File: config.mk
export PLATFORM = sky130hd
export DESIGN_NAME = rank_dispatch
export DESIGN_NICKNAME = d
export VERILOG_FILES = /design/src/rtl/rank_pipe_pkg.sv /design/src/rtl/fallthrough_small_fifo.sv /design/src/rtl/rr_arbiter.sv /design/src/rtl/rank_dispatch.sv
export SDC_FILE = /design/constraint.sdc
export NUM_CORES = 1
export LEC_CHECK = 0
export CAP_MARGIN = 10
export CELL_PAD_IN_SITES_DETAIL_PLACEMENT = 2
export CELL_PAD_IN_SITES_GLOBAL_PLACEMENT = 2
export CORE_ASPECT_RATIO = 0.5
export CORE_MARGIN = 4
export CORE_UTILIZATION = 50
export CTS_BUF_LIST = sky130_fd_sc_hd__clkbuf_2 sky130_fd_sc_hd__clkbuf_4 sky130_fd_sc_hd__clkbuf_8
export DETAILED_ROUTE_END_ITERATION = 12
export GPL_TIMING_DRIVEN = 0
export MAX_ROUTING_LAYER = met4
export PLACE_DENSITY = 0.91
export SLEW_MARGIN = 20
export SYNTH_ARGS = -nofsm -noshare
export SYNTH_HDL_FRONTEND = slang
export SYNTH_SLANG_ARGS = --single-unit
File: constraint.sdc
create_clock -name clk -period 15 [get_ports clk]
set_input_delay 3.75 -clock clk [delete_from_list [all_inputs] [get_ports clk]]
set_output_delay 3.75 -clock clk [all_outputs]
set_load 0.005 [all_outputs]
File: src/rtl/rank_pipe_pkg.sv
// Shared rank-pipeline definitions: rank-op engine codes and a saturating counter helper.
package rank_pipe_pkg;

    localparam int RANK_CODE_BITS = 2;

    typedef enum logic [RANK_CODE_BITS-1:0] {
        STRICT_OP = 2'd0,
        RR_OP     = 2'd1,
        WRR_OP    = 2'd2,
        FQ_OP     = 2'd3
    } rank_op_e;

    function automatic logic [15:0] sat_inc16(input logic [15:0] v);
        return (v == 16'hFFFF) ? v : v + 16'd1;
    endfunction

endpackage

File: src/rtl/fallthrough_small_fifo.sv
// Small FIFO whose head is visible on dout whenever empty is low (zero read latency).
// Writes while full and reads while empty are ignored; nearly_full leaves one slot of slack.
module fallthrough_small_fifo #(
    parameter int WIDTH          = 8,
    parameter int MAX_DEPTH_BITS = 4
) (
    input  logic             clk,
    input  logic             reset,
    input  logic [WIDTH-1:0] din,
    input  logic             wr_en,
    input  logic             rd_en,
    output logic [WIDTH-1:0] dout,
    output logic             full,
    output logic             nearly_full,
    output logic             empty
);
    localparam int DEPTH = 1 << MAX_DEPTH_BITS;

    logic [WIDTH-1:0]          mem [DEPTH];
    logic [MAX_DEPTH_BITS-1:0] wr_ptr;
    logic [MAX_DEPTH_BITS-1:0] rd_ptr;
    logic [MAX_DEPTH_BITS:0]   depth;
    logic                      do_wr;
    logic                      do_rd;

    assign empty       = (depth == '0);
    assign full        = (depth == (MAX_DEPTH_BITS+1)'(DEPTH));
    assign nearly_full = (depth >= (MAX_DEPTH_BITS+1)'(DEPTH - 1));
    assign do_rd       = rd_en & ~empty;
    assign do_wr       = wr_en & (~full | do_rd);
    assign dout        = mem[rd_ptr];

    always_ff @(posedge clk) begin
        if (reset) begin
            wr_ptr <= '0;
            rd_ptr <= '0;
            depth  <= '0;
        end else begin
            if (do_wr) wr_ptr <= wr_ptr + 1'b1;
            if (do_rd) rd_ptr <= rd_ptr + 1'b1;
            depth <= depth + (MAX_DEPTH_BITS+1)'(do_wr) - (MAX_DEPTH_BITS+1)'(do_rd);
        end
    end

    always_ff @(posedge clk) begin
        if (do_wr) mem[wr_ptr] <= din;
    end

endmodule

File: src/rtl/rr_arbiter.sv
// Round-robin arbiter: one-hot grant to the first requester at or after ptr, combinational.
// ptr moves to one past the winner only on a grant; callers mask req to apply backpressure.
module rr_arbiter #(
    parameter int N = 4
) (
    input  logic         clk,
    input  logic         rst,
    input  logic [N-1:0] req,
    output logic [N-1:0] grant
);
    localparam int PW = (N > 1) ? $clog2(N) : 1;

    logic [PW-1:0] ptr;
    logic [PW-1:0] idx;
    logic [PW-1:0] gidx;
    logic          found;

    always_comb begin
        grant = '0;
        gidx  = '0;
        idx   = '0;
        found = 1'b0;
        for (int i = 0; i < N; i++) begin
            idx = PW'((int'(ptr) + i) % N);
            if (!found && req[idx]) begin
                found      = 1'b1;
                gidx       = idx;
                grant[idx] = 1'b1;
            end
        end
    end

    always_ff @(posedge clk) begin
        if (rst) begin
            ptr <= '0;
        end else if (found) begin
            ptr <= (gidx == PW'(N - 1)) ? '0 : gidx + 1'b1;
        end
    end

endmodule

File: src/rtl/rank_dispatch.sv
// Queues rank requests, dispatches them in order to per-op engines, and collects results round-robin.
// Min 1 cycle insert->engine strobe, grant->valid_out 1 cycle; busy/eng_busy/output nearly-full stall.
module rank_dispatch #(
    parameter int NUM_RANK_OPS      = 4,
    parameter int RANK_CODE_BITS    = rank_pipe_pkg::RANK_CODE_BITS,
    parameter int DEFAULT_OP        = int'(rank_pipe_pkg::STRICT_OP),
    parameter int META_WIDTH        = 16,
    parameter int FLOW_ID_WIDTH     = 16,
    parameter int FLOW_WEIGHT_WIDTH = 8,
    parameter int RANK_WIDTH        = 16,
    parameter int L2_DEPTH          = 4
) (
    input  logic                                clk,
    input  logic                                rst,
    output logic                                busy,
    input  logic                                insert,
    input  logic [META_WIDTH-1:0]               meta_in,
    input  logic [RANK_CODE_BITS-1:0]           rank_op_in,
    input  logic [FLOW_ID_WIDTH-1:0]            flowID_in,
    input  logic [FLOW_WEIGHT_WIDTH-1:0]        flow_weight_in,
    input  logic                                remove,
    output logic                                valid_out,
    output logic [RANK_WIDTH-1:0]               rank_out,
    output logic [META_WIDTH-1:0]               meta_out,
    output logic [RANK_CODE_BITS-1:0]           op_out,
    input  logic [NUM_RANK_OPS-1:0]             eng_busy,
    output logic [NUM_RANK_OPS-1:0]             eng_insert,
    output logic [META_WIDTH-1:0]               eng_meta_in,
    output logic [FLOW_ID_WIDTH-1:0]            eng_flowID_in,
    output logic [FLOW_WEIGHT_WIDTH-1:0]        eng_flow_weight_in,
    input  logic [NUM_RANK_OPS-1:0]             eng_valid,
    input  logic [NUM_RANK_OPS*RANK_WIDTH-1:0]  eng_rank,
    input  logic [NUM_RANK_OPS*META_WIDTH-1:0]  eng_meta,
    output logic [NUM_RANK_OPS-1:0]             eng_remove,
    output logic [15:0]                         drop_count,
    output logic [15:0]                         bad_op_count
);
    localparam int IN_W  = META_WIDTH + FLOW_ID_WIDTH + FLOW_WEIGHT_WIDTH + RANK_CODE_BITS;
    localparam int OUT_W = RANK_WIDTH + META_WIDTH + RANK_CODE_BITS;

    // Strobes stay quiet during reset and the cycle after it.
    logic rst_q;
    logic live;
    always_ff @(posedge clk) rst_q <= rst;
    assign live = ~rst & ~rst_q;

    logic                          in_bad, in_wr, in_rd, in_empty, in_nf, in_full;
    logic [RANK_CODE_BITS-1:0]     in_op;
    logic [IN_W-1:0]               in_din, in_dout;
    logic [META_WIDTH-1:0]         hd_meta;
    logic [FLOW_ID_WIDTH-1:0]      hd_flow;
    logic [FLOW_WEIGHT_WIDTH-1:0]  hd_weight;
    logic [RANK_CODE_BITS-1:0]     hd_op;
    logic [NUM_RANK_OPS-1:0]       hd_sel;

    assign in_bad = ({1'b0, rank_op_in} >= (RANK_CODE_BITS+1)'(NUM_RANK_OPS));
    assign in_op  = in_bad ? RANK_CODE_BITS'(DEFAULT_OP) : rank_op_in;
    assign in_din = {meta_in, flowID_in, flow_weight_in, in_op};
    assign busy   = in_nf & ~rst;
    assign in_wr  = insert & ~busy & ~rst;

    fallthrough_small_fifo #(.WIDTH(IN_W), .MAX_DEPTH_BITS(L2_DEPTH)) u_in_fifo (
        .clk(clk), .reset(rst), .din(in_din), .wr_en(in_wr), .rd_en(in_rd),
        .dout(in_dout), .full(in_full), .nearly_full(in_nf), .empty(in_empty)
    );

    assign {hd_meta, hd_flow, hd_weight, hd_op} = in_dout;
    assign hd_sel = NUM_RANK_OPS'(1) << hd_op;

    // Only the head may dispatch, so a busy head engine holds back everything behind it.
    assign in_rd              = live & ~in_empty & ~|(eng_busy & hd_sel);
    assign eng_insert         = in_rd ? hd_sel    : '0;
    assign eng_meta_in        = in_rd ? hd_meta   : '0;
    assign eng_flowID_in      = in_rd ? hd_flow   : '0;
    assign eng_flow_weight_in = in_rd ? hd_weight : '0;

    logic                      out_nf, out_empty, out_full;
    logic [NUM_RANK_OPS-1:0]   arb_req, grant;
    logic [RANK_WIDTH-1:0]     sel_rank;
    logic [META_WIDTH-1:0]     sel_meta;
    logic [RANK_CODE_BITS-1:0] sel_op;
    logic [OUT_W-1:0]          out_dout;

    assign arb_req = eng_valid & {NUM_RANK_OPS{live & ~out_nf}};

    rr_arbiter #(.N(NUM_RANK_OPS)) u_arb (
        .clk(clk), .rst(rst), .req(arb_req), .grant(grant)
    );

    always_comb begin
        sel_rank = '0;
        sel_meta = '0;
        sel_op   = '0;
        for (int k = 0; k < NUM_RANK_OPS; k++) begin
            if (grant[k]) begin
                sel_rank = eng_rank[k*RANK_WIDTH +: RANK_WIDTH];
                sel_meta = eng_meta[k*META_WIDTH +: META_WIDTH];
                sel_op   = RANK_CODE_BITS'(k);
            end
        end
    end

    assign eng_remove = grant;
    assign valid_out  = ~out_empty & ~rst;

    fallthrough_small_fifo #(.WIDTH(OUT_W), .MAX_DEPTH_BITS(L2_DEPTH)) u_out_fifo (
        .clk(clk), .reset(rst), .din({sel_rank, sel_meta, sel_op}), .wr_en(|grant),
        .rd_en(remove & valid_out), .dout(out_dout), .full(out_full),
        .nearly_full(out_nf), .empty(out_empty)
    );

    assign {rank_out, meta_out, op_out} = out_dout;

    always_ff @(posedge clk) begin
        if (rst) begin
            drop_count   <= '0;
            bad_op_count <= '0;
        end else begin
            if (insert && busy)   drop_count   <= rank_pipe_pkg::sat_inc16(drop_count);
            if (in_wr && in_bad)  bad_op_count <= rank_pipe_pkg::sat_inc16(bad_op_count);
        end
    end

endmodule

## Word-level counts from Yosys, hierarchy flattened

Memory sizes are Yosys's and may differ from the RTL's. A register that Yosys moved wholly into a read port is not among the register bits.
Cells that the tools add are included.

- Register bits: 45
- Memory bits (writable): 1216
- Output and inout port bits: 116
- Memories: 2

- $add $sub $neg: 13
- Order comparisons: 10
- Equal/unequal tests: 4
- Shift operators: 1
- Multiplexer cells: 52
- Bitwise operators: 29
- Reduce and logical (&&, ||, !) cells: 17

Memories:

| name | words | bits a word | read ports | clocked after Yosys merged registers in | wr ports | line | text |
|---|---|---|---|---|---|---|---|
| u_in_fifo.mem | 16 | 42 | 1 | 1 | 1 | fallthrough_small_fifo.sv:19 | `logic [WIDTH-1:0] mem [DEPTH];` |
| u_out_fifo.mem | 16 | 34 | 1 | 1 | 1 | fallthrough_small_fifo.sv:19 |  |

Operators with widths:

| cell | count |
|---|---|
| $mux W16 | 10 |
| $mux W4 | 9 |
| $mux W1 | 17 |
| $add A16 B1 Y16 const B | 1 |
| $add A4 B1 Y4 const B | 4 |
| $eq A16 B16 Y1 const B | 1 |
| $mux W2 | 7 |
| $and A1 B1 Y1 | 13 |
| $lt A2 B3 Y1 const B | 4 |
| $or A4 B4 Y4 | 3 |
| $add A5 B1 Y5 | 2 |
| $eq A5 B5 Y1 const B | 2 |
| $ge A5 B4 Y1 const B | 2 |
| $logic_not A5 Y1 | 2 |
| $sub A5 B1 Y5 | 2 |
| $not A1 Y1 | 9 |
| $and A4 B4 Y4 | 2 |
| $bmux W1 S2 | 4 |
| $demux W1 S2 | 4 |
| $ge A2 B1 Y1 const B | 4 |
| $logic_and A1 B1 Y1 | 8 |
| $mux W8 | 1 |
| $reduce_or A4 Y1 | 2 |
| $add A2 B1 Y2 const B | 2 |
| other kinds (6) | 11 |

## Logic depth before layout (Yosys ltp)

Gate-level depths: netlist of the first run.

- Depth after elaboration: 20
- Depth in mapped cells: 20
- Depth with buffers taken out: 17

## By module

From an unflattened synthesis of the first run, not the netlist that was laid out.

- Cells, all modules: 2445
- Area total of the unflattened synthesis: 49984.2 um^2

Modules (own cells, without submodules):

| module | instances | cells an instance | area each (um^2) | seq. area each (um^2) |
|---|---|---|---|---|
| fallthrough_small_fifo (u_in_fifo) | 1 | 1141 | 26060.0 | 20519.7 |
| fallthrough_small_fifo (u_out_fifo) | 1 | 945 | 21239.1 | 16676.0 |
| rank_dispatch | 1 | 302 | 2159.6 | 340.3 |
| rr_arbiter | 1 | 57 | 525.5 | 40.0 |

## Least setup slack after synthesis of the first run

No wires, ideal clock.

- Kind: input port to output port
- Start point: input eng_valid[0]
- End point: output eng_remove[3]
- Arrival: 5.453 ns
- Required time: 11.250 ns
- Path slack: 5.797 ns
- Stages on the path: 7
- Path buffers: 3
- Cells stage by stage: clkbuf_1 mux4_2 nand2b_1 o221a_1 buf_2 inv_2 buf_1

- Word-level cells in the longest chain between the ends: 13
- Elaborated cells between the ends (all ways): 25
- Those cells by class: mux: 15; bitwise: 4; reduce/logical: 6

RTL lines:

| item | line | text |
|---|---|---|
| start: declaration | rank_dispatch.sv:31 | `input logic [NUM_RANK_OPS-1:0] eng_valid,` |
| $and A4 B4 Y4 * | rank_dispatch.sv:84 | `assign arb_req = eng_valid & {NUM_RANK_OPS{live & ~out_nf}};` |
| $bmux W1 S2 | rr_arbiter.sv:25 | `if (!found && req[idx]) begin` |
| $mux W1 (implied by the code) | rr_arbiter.sv:25 |  |
| $mux W1 | rr_arbiter.sv:25 |  |
| $logic_not A1 Y1 | rr_arbiter.sv:25 |  |
| $logic_and A1 B1 Y1 | rr_arbiter.sv:25 |  |
| $mux W1 | rr_arbiter.sv:25 |  |
| $logic_not A1 Y1 | rr_arbiter.sv:25 |  |
| $logic_and A1 B1 Y1 | rr_arbiter.sv:25 |  |
| $mux W1 | rr_arbiter.sv:25 |  |
| $logic_not A1 Y1 | rr_arbiter.sv:25 |  |
| $logic_and A1 B1 Y1 | rr_arbiter.sv:25 |  |
| $mux W4 * | rr_arbiter.sv:25 |  |
| end: declaration | rank_dispatch.sv:34 | `output logic [NUM_RANK_OPS-1:0] eng_remove,` |

Mark *: on every way between the ends. The rest lies on a longest branch, timed or not. The select of a mux whose other input is x is not followed.

## Final worst setup path of the first run

- Start point: input rst
- End point: output eng_remove[3]

- Word-level cells in the longest chain between the ends: 16
- Elaborated cells between the ends (all ways): 28
- Those cells by class: mux: 15; bitwise: 7; reduce/logical: 6

RTL lines:

| item | line | text |
|---|---|---|
| start: declaration | rank_dispatch.sv:14 | `input logic rst,` |
| $not A1 Y1 * | rank_dispatch.sv:45 | `assign live = ~rst & ~rst_q;` |
| $and A1 B1 Y1 * | rank_dispatch.sv:45 |  |
| $and A1 B1 Y1 * | rank_dispatch.sv:84 |  |
| $and A4 B4 Y4 * | rank_dispatch.sv:84 |  |
| $bmux W1 S2 | rr_arbiter.sv:25 |  |
| $mux W1 (implied by the code) | rr_arbiter.sv:25 |  |
| $mux W1 | rr_arbiter.sv:25 |  |
| $logic_not A1 Y1 | rr_arbiter.sv:25 |  |
| $logic_and A1 B1 Y1 | rr_arbiter.sv:25 |  |
| $mux W1 | rr_arbiter.sv:25 |  |
| $logic_not A1 Y1 | rr_arbiter.sv:25 |  |
| $logic_and A1 B1 Y1 | rr_arbiter.sv:25 |  |
| $mux W1 | rr_arbiter.sv:25 |  |
| $logic_not A1 Y1 | rr_arbiter.sv:25 |  |
| $logic_and A1 B1 Y1 | rr_arbiter.sv:25 |  |
| $mux W4 * | rr_arbiter.sv:25 |  |

Marks and branches as above.

==> parameters.txt, run 1 <==
Parameter                              Value

Outcome
  Result of the run    finished, final reports clean

Clocking
  H-tree depth    4
  TritonCTS buffer count    174
  Sink Count    1269
  CTS max path bufs    3
  Post-CTS Setup Bufs    0
  Clk slew on worst S/H paths    0.08 ns
  TritonCTS clock tree    yes
  Resized Gates After CTS    0
  Cts hold-fix bufs    0
  Clk root buf    clkbuf_8
  Source-to-sink clock delay at the later pin of the worst-skew pair    0.97 ns

Logic synthesis
  Async SR Flop Fraction    0
  Post-Synthesis Mean Instance Area    21.85 um2
  Mapped Area    49800 um2
  Count of mapped cells out of synthesis    2279
  Prevailing post-synth register cell    edfxtp_1
  Yosys reg bits    1269
  Count of distinct cell types in the synthesized netlist    57
  Warnings, synthesis    0
  EDFF count, synth    1216
  Sequential-to-total area share from yosys stat    0.7546

Power and ir drop
  Logic pwr share    0.169
  Power density over the cells    143.5 nW/um2
  Part of the total power dissipated in the clock network    0.355
  Worst IR Drop VDD    0.0001067 V
  Sequential fraction of design power    0.477
  Sw Share    0.3015
  Cell leakage power    18.67 nW
  Internal Pwr Total    0.005988 W
  Sw power    0.002585 W

Timing
  Final number of hold-violating endpoints    0
  Setup Total Neg Slack    0 ns
  RSZ-0062 raised after global routing    false
  Max-slew violation count    0
  Period utilization    0.8040
  Fmax    82.92 MHz
  Worst Tran Pin Value    1.230 ns
  Final Setup Violations    0
  Shortest period the worst path allows    12.06 ns
  Max_slew headroom    0.1742
  Worst Clk Skew    0.08694 ns

Floorplanning
  Die Ht    231.2 um
  Overall die width    454.3 um
  Effective utilization at floorplan    0.5071
  Number of rows in the core area    81
  Core ar.    98210 um2
  Boundary pin count    298
  Total Die Area    105000 um2

Run
  Max-capacitance violation count    0

Setup path
  FF-to-FF setup slack    8.49 ns
  Element type at the critical path start    input pin
  Signal arrival time at the worst endpoint    8.31 ns
  Crit path required time    11.25 ns
  Worst Setup End Kind    output port
  Worst setup path category    input pin to output port
  Maximum fanout along the worst path    10

Place
  Total placed instance area    56070 um2
  Number of input and output port buffers inserted    277
  Cell total after placement    3993
  Final weighted congestion of routability-driven global placement    0.7687
  Detailed Place HPWL    119600 um

Finish
  Total non-filler cell area in the finished layout    59740 um2
  # nets final    3062
  Final core utilization    0.6083
  Post-Layout Cell Count    4332
  Area used by multi-input combinational logic    11910 um2
  Proportion of layout cells with a drive suffix above 1    0.2976
  Highest-count cells in the layout ignoring fill and taps    1216 x edfxtp_1, 382 x mux4_2, 277 x clkdlybuf4s50_1
  Most common cell after layout, fill and taps aside    edfxtp_1
  Area taken by flip-flops and latches    37580 um2
  Layout Area Growth over Synthesis    19.97%
  Number of filler instances in the final layout    7672

Drt
  Wire per inst    50.39 um
  Total wirelength of the detailed-routed design    218300 um
  1st-pass router iterations    7
  Routed Antenna Nets    0
  Routed vias/inst    7.299
  Number of DRC markers after the initial detailed-route iteration    5357
  Remaining routing DRC violations    0
  Via count    31620

Global route
  GRT overflow    0
  Number of global-route vias before repair    31550
  Pin count of the biggest net entering global routing    19
  Overall fraction of global-route tracks in use    0.3971
  Wire length of the first global-routing pass    276900 um
  Initial antenna violation count    14

Min path
  Class of the tightest hold or removal check    register to register
[through the flow]
step | worst slack [ns] | power [W] | hold slack (ns)
finish | 2.941 | 0.008573 | 0.6155
global route | 3.091 | 0.008739 | 0.6415
CTS | 2.938 | 0.008361 | 0.5878
detailed placement | 3.110 | 0.005452 | 0.5296
global placement | 2.221 | 0.005275 | 0.4828
floorplan | 5.797 | 0.004842 | 0.4687
[kinds of logic after synthesis]
group	after synthesis	synth area share
flip-flops	1269	0.7546
multiplexers	394	0.1753
AND/OR/NAND/NOR	276	0.02646
buffers and inverters	170	0.01450
AO/OA/AOI/OAI	105	0.01480
adder cells (fa/ha/maj)	36	0.009347
XOR/XNOR	28	0.004925
other	1	0.00007531
[area by class of cell]
class,count,share of cell area
Clock inverter,55,0.005613
Tap cell,1328,0.02781
Sequential cell,1269,0.6290
Buffer,142,0.01077
Antenna cell,17,0.0007121
Clock buffer,264,0.05192
Timing Repair Buffer,374,0.07308
Multi-Input combinational cell,855,0.1993
Inverter,28,0.001759
[power by group through the flow]
stage,sequential (W),clock [W],combinational (W)
6_report,0.00409,0.00304,0.00145
3_3_place_gp,0.00414,0,0.00114
2_1_floorplan,0.00413,0,0.000715
4_1_cts,0.00408,0.00291,0.00137
3_5_place_dp,0.00415,0,0.00130
5_1_grt,0.00409,0.00318,0.00148
[worst max-delay path, stage by stage]
cell and delay [ns]:
clkdlybuf4s50_1 0.68, a2111oi_2 0.87, nand2b_1 0.38, o221a_1 0.36, buf_2 0.24, inv_2 0.46
buf_1 0.86, clkdlybuf4s50_1 0.67
[synthesized netlist by cell type (2+ instances only)]
master | count | area share
o211ai_1 | 2 | 0.00030
fa_1 | 2 | 0.00080
mux2_2 | 3 | 0.00068
nor3_1 | 14 | 0.0014
buf_1 | 35 | 0.0026
dfxtp_1 | 53 | 0.021
inv_2 | 2 | 0.00015
o21ai_1 | 33 | 0.0033
or2_1 | 3 | 0.00038
nand2_1 | 59 | 0.0044
xnor2_1 | 12 | 0.0021
nor2b_1 | 46 | 0.0058
xor2_1 | 16 | 0.0028
or3b_1 | 2 | 0.00035
buf_2 | 10 | 0.0010
a22o_1 | 2 | 0.00035
a32oi_1 | 4 | 0.00070
a221oi_1 | 33 | 0.0058
nor2_1 | 102 | 0.0077
nand4_1 | 8 | 0.0010
a211oi_1 | 4 | 0.00060
nand3_1 | 10 | 0.0010
ha_1 | 34 | 0.0085
or3_1 | 6 | 0.00075
and3_1 | 2 | 0.00025
and2_1 | 2 | 0.00025
a21oi_1 | 10 | 0.0010
a21o_1 | 2 | 0.00030
nand3b_1 | 3 | 0.00045
mux2i_1 | 8 | 0.0016
nand2b_1 | 12 | 0.0015
o21ai_0 | 5 | 0.00050
nor3b_1 | 2 | 0.00030
clkbuf_1 | 79 | 0.0060
mux4_2 | 382 | 0.17
edfxtp_1 | 1216 | 0.73
inv_1 | 25 | 0.0019
buf_4 | 17 | 0.0026
[state kept, by name, summed over array words and instances (netlist names), 2 cells and up, named ones only]
signal	flops
u_in_fifo.rd_ptr	4
u_out_fifo.wr_ptr	4
u_out_fifo.mem	544
drop_count	16
u_in_fifo.mem	672
u_in_fifo.depth	5
u_out_fifo.depth	5
u_arb.ptr	2
u_in_fifo.wr_ptr	4
u_out_fifo.rd_ptr	4
[worst paths after layout]
| path | to | startpoint | depth (start not counted) |
|---|---|---|---|
| setup / recovery | eng_remove[3] | rst | 8 |
| hold reg to reg | drop_count[11]$_SDFFE_PP0P_ | drop_count[11]$_SDFFE_PP0P_ | 2 |
| setup reg to reg | u_out_fifo.mem[2][16]$_DFFE_PP_ | u_arb.ptr[1]$_SDFFE_PP0P_ | 15 |
| hold / removal | drop_count[11]$_SDFFE_PP0P_ | drop_count[11]$_SDFFE_PP0P_ | 2 |
[routing by layer]
metal,vias to the layer above,global-route usage,share of wire
li1,10680,-,-
met1,16990,0.4997,0.34
met2,3163,0.6331,0.49
met3,785,0.07706,0.11
met4,0,0.1820,0.063
met5,-,-,0
(Power assumes the default switching activity.)
==> inputs of run 2 (changes only) <==
--- a/config.mk
+++ b/config.mk
@@ -10,12 +10,12 @@
 export CELL_PAD_IN_SITES_GLOBAL_PLACEMENT = 2
 export CORE_ASPECT_RATIO = 0.5
 export CORE_MARGIN = 4
-export CORE_UTILIZATION = 50
+export CORE_UTILIZATION = 49
 export CTS_BUF_LIST = sky130_fd_sc_hd__clkbuf_2 sky130_fd_sc_hd__clkbuf_4 sky130_fd_sc_hd__clkbuf_8
 export DETAILED_ROUTE_END_ITERATION = 12
 export GPL_TIMING_DRIVEN = 0
 export MAX_ROUTING_LAYER = met4
-export PLACE_DENSITY = 0.91
+export PLACE_DENSITY = 0.89
 export SLEW_MARGIN = 20
 export SYNTH_ARGS = -nofsm -noshare
 export SYNTH_HDL_FRONTEND = slang
==> constraint.sdc (replaced) <==
create_clock -name clk -period 11.35 [get_ports clk]
set_input_delay 2.8375 -clock clk [delete_from_list [all_inputs] [get_ports clk]]
set_output_delay 2.8375 -clock clk [all_outputs]
set_load 0.005 [all_outputs]
==> parameters.txt, run 2 (same netlist as run 1, synthesis figures left out) <==
Parameter                              Value

Floorplanning
  Core ar.    100400 um2 (+2.3%)
  Number of rows in the core area    82 (+1.2%)
  Boundary pin count    298 (unchanged)
  Total Die Area    107100 um2 (+2.0%)
  Effective utilization at floorplan    0.4958 (-0.01130)
  Die Ht    233.4 um (+0.98%)
  Overall die width    458.8 um (+1.0%)

Min path
  Class of the tightest hold or removal check    register to register
  Worst Hold Depth    2 (unchanged)

Drt
  Total wirelength of the detailed-routed design    203600 um (-6.7%)
  Remaining routing DRC violations    0 (unchanged)
  1st-pass router iterations    6 (-1)
  Number of DRC markers after the initial detailed-route iteration    4954 (-7.5%)
  Via count    30470 (-3.6%)
  Routed vias/inst    7.007 (-4.0%)
  Wire per inst    46.82 um (-7.1%)
  Routed Antenna Nets    0 (unchanged)

Setup path
  CP max-delay cell    a2111oi_2
  WP buf/inv    6 (+1)
  Signal arrival time at the worst endpoint    7.14 ns (-1.17 ns)
  Worst path cell trace    clkdlybuf4s50_1 -> a2111oi_2 -> buf_2 -> nand3_1 -> o221a_1 -> buf_2 -> inv_2 -> buf_1 -> clkdlybuf4s50_1
  Stage delay of the slowest cell on the critical path    0.77 ns (-0.10 ns)
  Worst setup path category    input pin to output port
  Worst Setup End Kind    output port
  Element type at the critical path start    input pin
  Number of cells on the critical path    9 (+1)
  Cell family with most CP delay    buffers and inverters
  Worst r2r path cells    14 (-1)
  Crit path required time    8.51 ns (-2.74 ns)
  Maximum fanout along the worst path    10 (unchanged)

Clocking
  Post-CTS Setup Bufs    0 (unchanged)
  Source-to-sink clock delay at the later pin of the worst-skew pair    0.94 ns (-0.03 ns)
  Clk slew on worst S/H paths    0.07 ns (about the same)
  Resized Gates After CTS    0 (unchanged)
  TritonCTS buffer count    176 (+1.1%)
  CTS max path bufs    3 (unchanged)
  Cts hold-fix bufs    0 (unchanged)
  H-tree depth    4 (unchanged)
  Clk root buf    clkbuf_8
  TritonCTS clock tree    yes
  Sink Count    1269 (unchanged)

Place
  Place WS    1.365 ns (-1.744 ns)
  Total placed instance area    56350 um2 (+0.49%)
  Number of input and output port buffers inserted    277 (unchanged)
  Detailed Place HPWL    120800 um (+0.99%)
  Final weighted congestion of routability-driven global placement    0.7723 (+0.47%)
  Cell total after placement    4019 (+0.65%)

Global route
  Initial antenna violation count    7 (-7)
  Busiest grt layer    met2
  Met1 Track Usage GR    0.5015 (+0.001791)
  Global routing met3 resource utilization    0.06467 (-0.01240)
  GR Layer Usage met2    0.6299 (-0.003214)
  Number of global-route vias before repair    31480 (-0.23%)
  Overall fraction of global-route tracks in use    0.3908 (-0.006340)
  Wire length of the first global-routing pass    277700 um (+0.31%)
  Pin count of the biggest net entering global routing    19 (unchanged)
  GRT overflow    0 (unchanged)

Timing
  Fmax    100.2 MHz
  Worst Tran Pin Value    1.236 ns (+0.005609 ns)
  Period utilization    0.8791
  Final number of hold-violating endpoints    0 (unchanged)
  Setup Total Neg Slack    0 ns (unchanged)
  Final Setup Violations    0 (unchanged)
  Least setup slack across all paths after layout    1.372 ns (-1.568 ns)
  Max_slew headroom    0.1759 (+0.001765)
  RSZ-0062 raised after global routing    false
  Max-slew violation count    0 (unchanged)
  Shortest period the worst path allows    9.978 ns
  Worst Clk Skew    0.06283 ns (-0.02411 ns)

Finish
  Largest Register    u_in_fifo.mem
  Largest registers in the final layout    u_in_fifo.mem x672, u_out_fifo.mem x544, drop_count x16
  Layout Area Growth over Synthesis    20.54%
  Number of filler instances in the final layout    7916 (+3.2%)
  Proportion of layout cells with a drive suffix above 1    0.2958 (-0.001834)
  # nets final    3075 (+0.42%)
  Most common cell after layout, fill and taps aside    edfxtp_1
  Max FFs per register    672 (unchanged)
  Post-Layout Cell Count    4348 (+0.37%)
  Highest-count cells in the layout ignoring fill and taps    1216 x edfxtp_1, 382 x mux4_2, 277 x clkdlybuf4s50_1
  Total non-filler cell area in the finished layout    60020 um2 (+0.48%)

Outcome
  Result of the run    finished, final reports clean

Power and ir drop
  Cell leakage power    18.79 nW (+0.65%)
  Worst IR Drop VDD    0.00009630 V (-9.8%)
  Logic pwr share    0.168 (about the same)
  Part of the total power dissipated in the clock network    0.348 (-0.007)
  Sw Share    0.2877 (-0.01382)
  Internal Pwr Total    0.007940 W (+33%)
  Sequential fraction of design power    0.484 (+0.007)
  Tot Pwr    0.01115 W (+30%)
  Sw power    0.003207 W (+24%)
  Power density over the cells    185.7 nW/um2 (+29%)

Run
  Max-capacitance violation count    0 (unchanged)
==> run 2: metrics by stage <==
| stage | util | hold slack, ns |
|---|---|---|
| after floorplan | - | 0.4687 |
| after global placement | 0.5407 | 0.4814 |
| after detailed placement | 0.5610 | 0.5502 |
| after CTS | 0.5953 | 0.6107 |
| after global routing | 0.5974 | 0.6341 |
| final | 0.5976 | 0.6191 |
==> run 2: path summary, 6_finish.rpt <==
path | from | to | slack (ns)
worst max-delay path | rst | eng_remove[3] | 1.37
worst min-delay path | drop_count[10]$_SDFFE_PP0P_ | drop_count[10]$_SDFFE_PP0P_ | 0.62
worst max register to register | u_arb.ptr[1]$_SDFFE_PP0P_ | u_out_fifo.mem[0][16]$_DFFE_PP_ | 4.96
worst min register to register | drop_count[10]$_SDFFE_PP0P_ | drop_count[10]$_SDFFE_PP0P_ | 0.62
==> run 2: final cells by class <==
type,count,area (um2),share of cell area
diodes,12,30.03,0.0005003
plain buffers,142,646.9,0.01078
clock buffers,246,3048,0.05078
clock inverters,67,396.6,0.006608
inverters,28,105.1,0.001751
multi-input cells,855,11930,0.1987
flip-flops and latches,1269,37580,0.6260
well taps,1344,1682,0.02802
repair buffers,385,4609,0.07679
==> run 2: power groups by stage <==
| stage | combinational [W] | clock [W] | sequential (W) |
|---|---|---|---|
| 2_1_floorplan | 0.000945 | 0 | 0.00545 |
| 5_1_grt | 0.00192 | 0.00409 | 0.00539 |
| 6_report | 0.00187 | 0.00388 | 0.00539 |
| 3_5_place_dp | 0.00174 | 0 | 0.00548 |
| 3_3_place_gp | 0.00151 | 0 | 0.00547 |
| 4_1_cts | 0.00182 | 0.00388 | 0.00539 |
==> run 2: worst min-delay path, stage by stage (launching register included) <==
cell	delay, ns
dfxtp_1	0.38
xor2_1	0.10
nor2_1	0.09
==> run 2: layer usage <==
metal	up-vias	part of all wire	routed length, um
li1	10680	-	-
met1	16640	0.37	75680
met2	2637	0.50	101000
met3	505	0.089	18040
met4	0	0.043	8813
met5	-	0	0
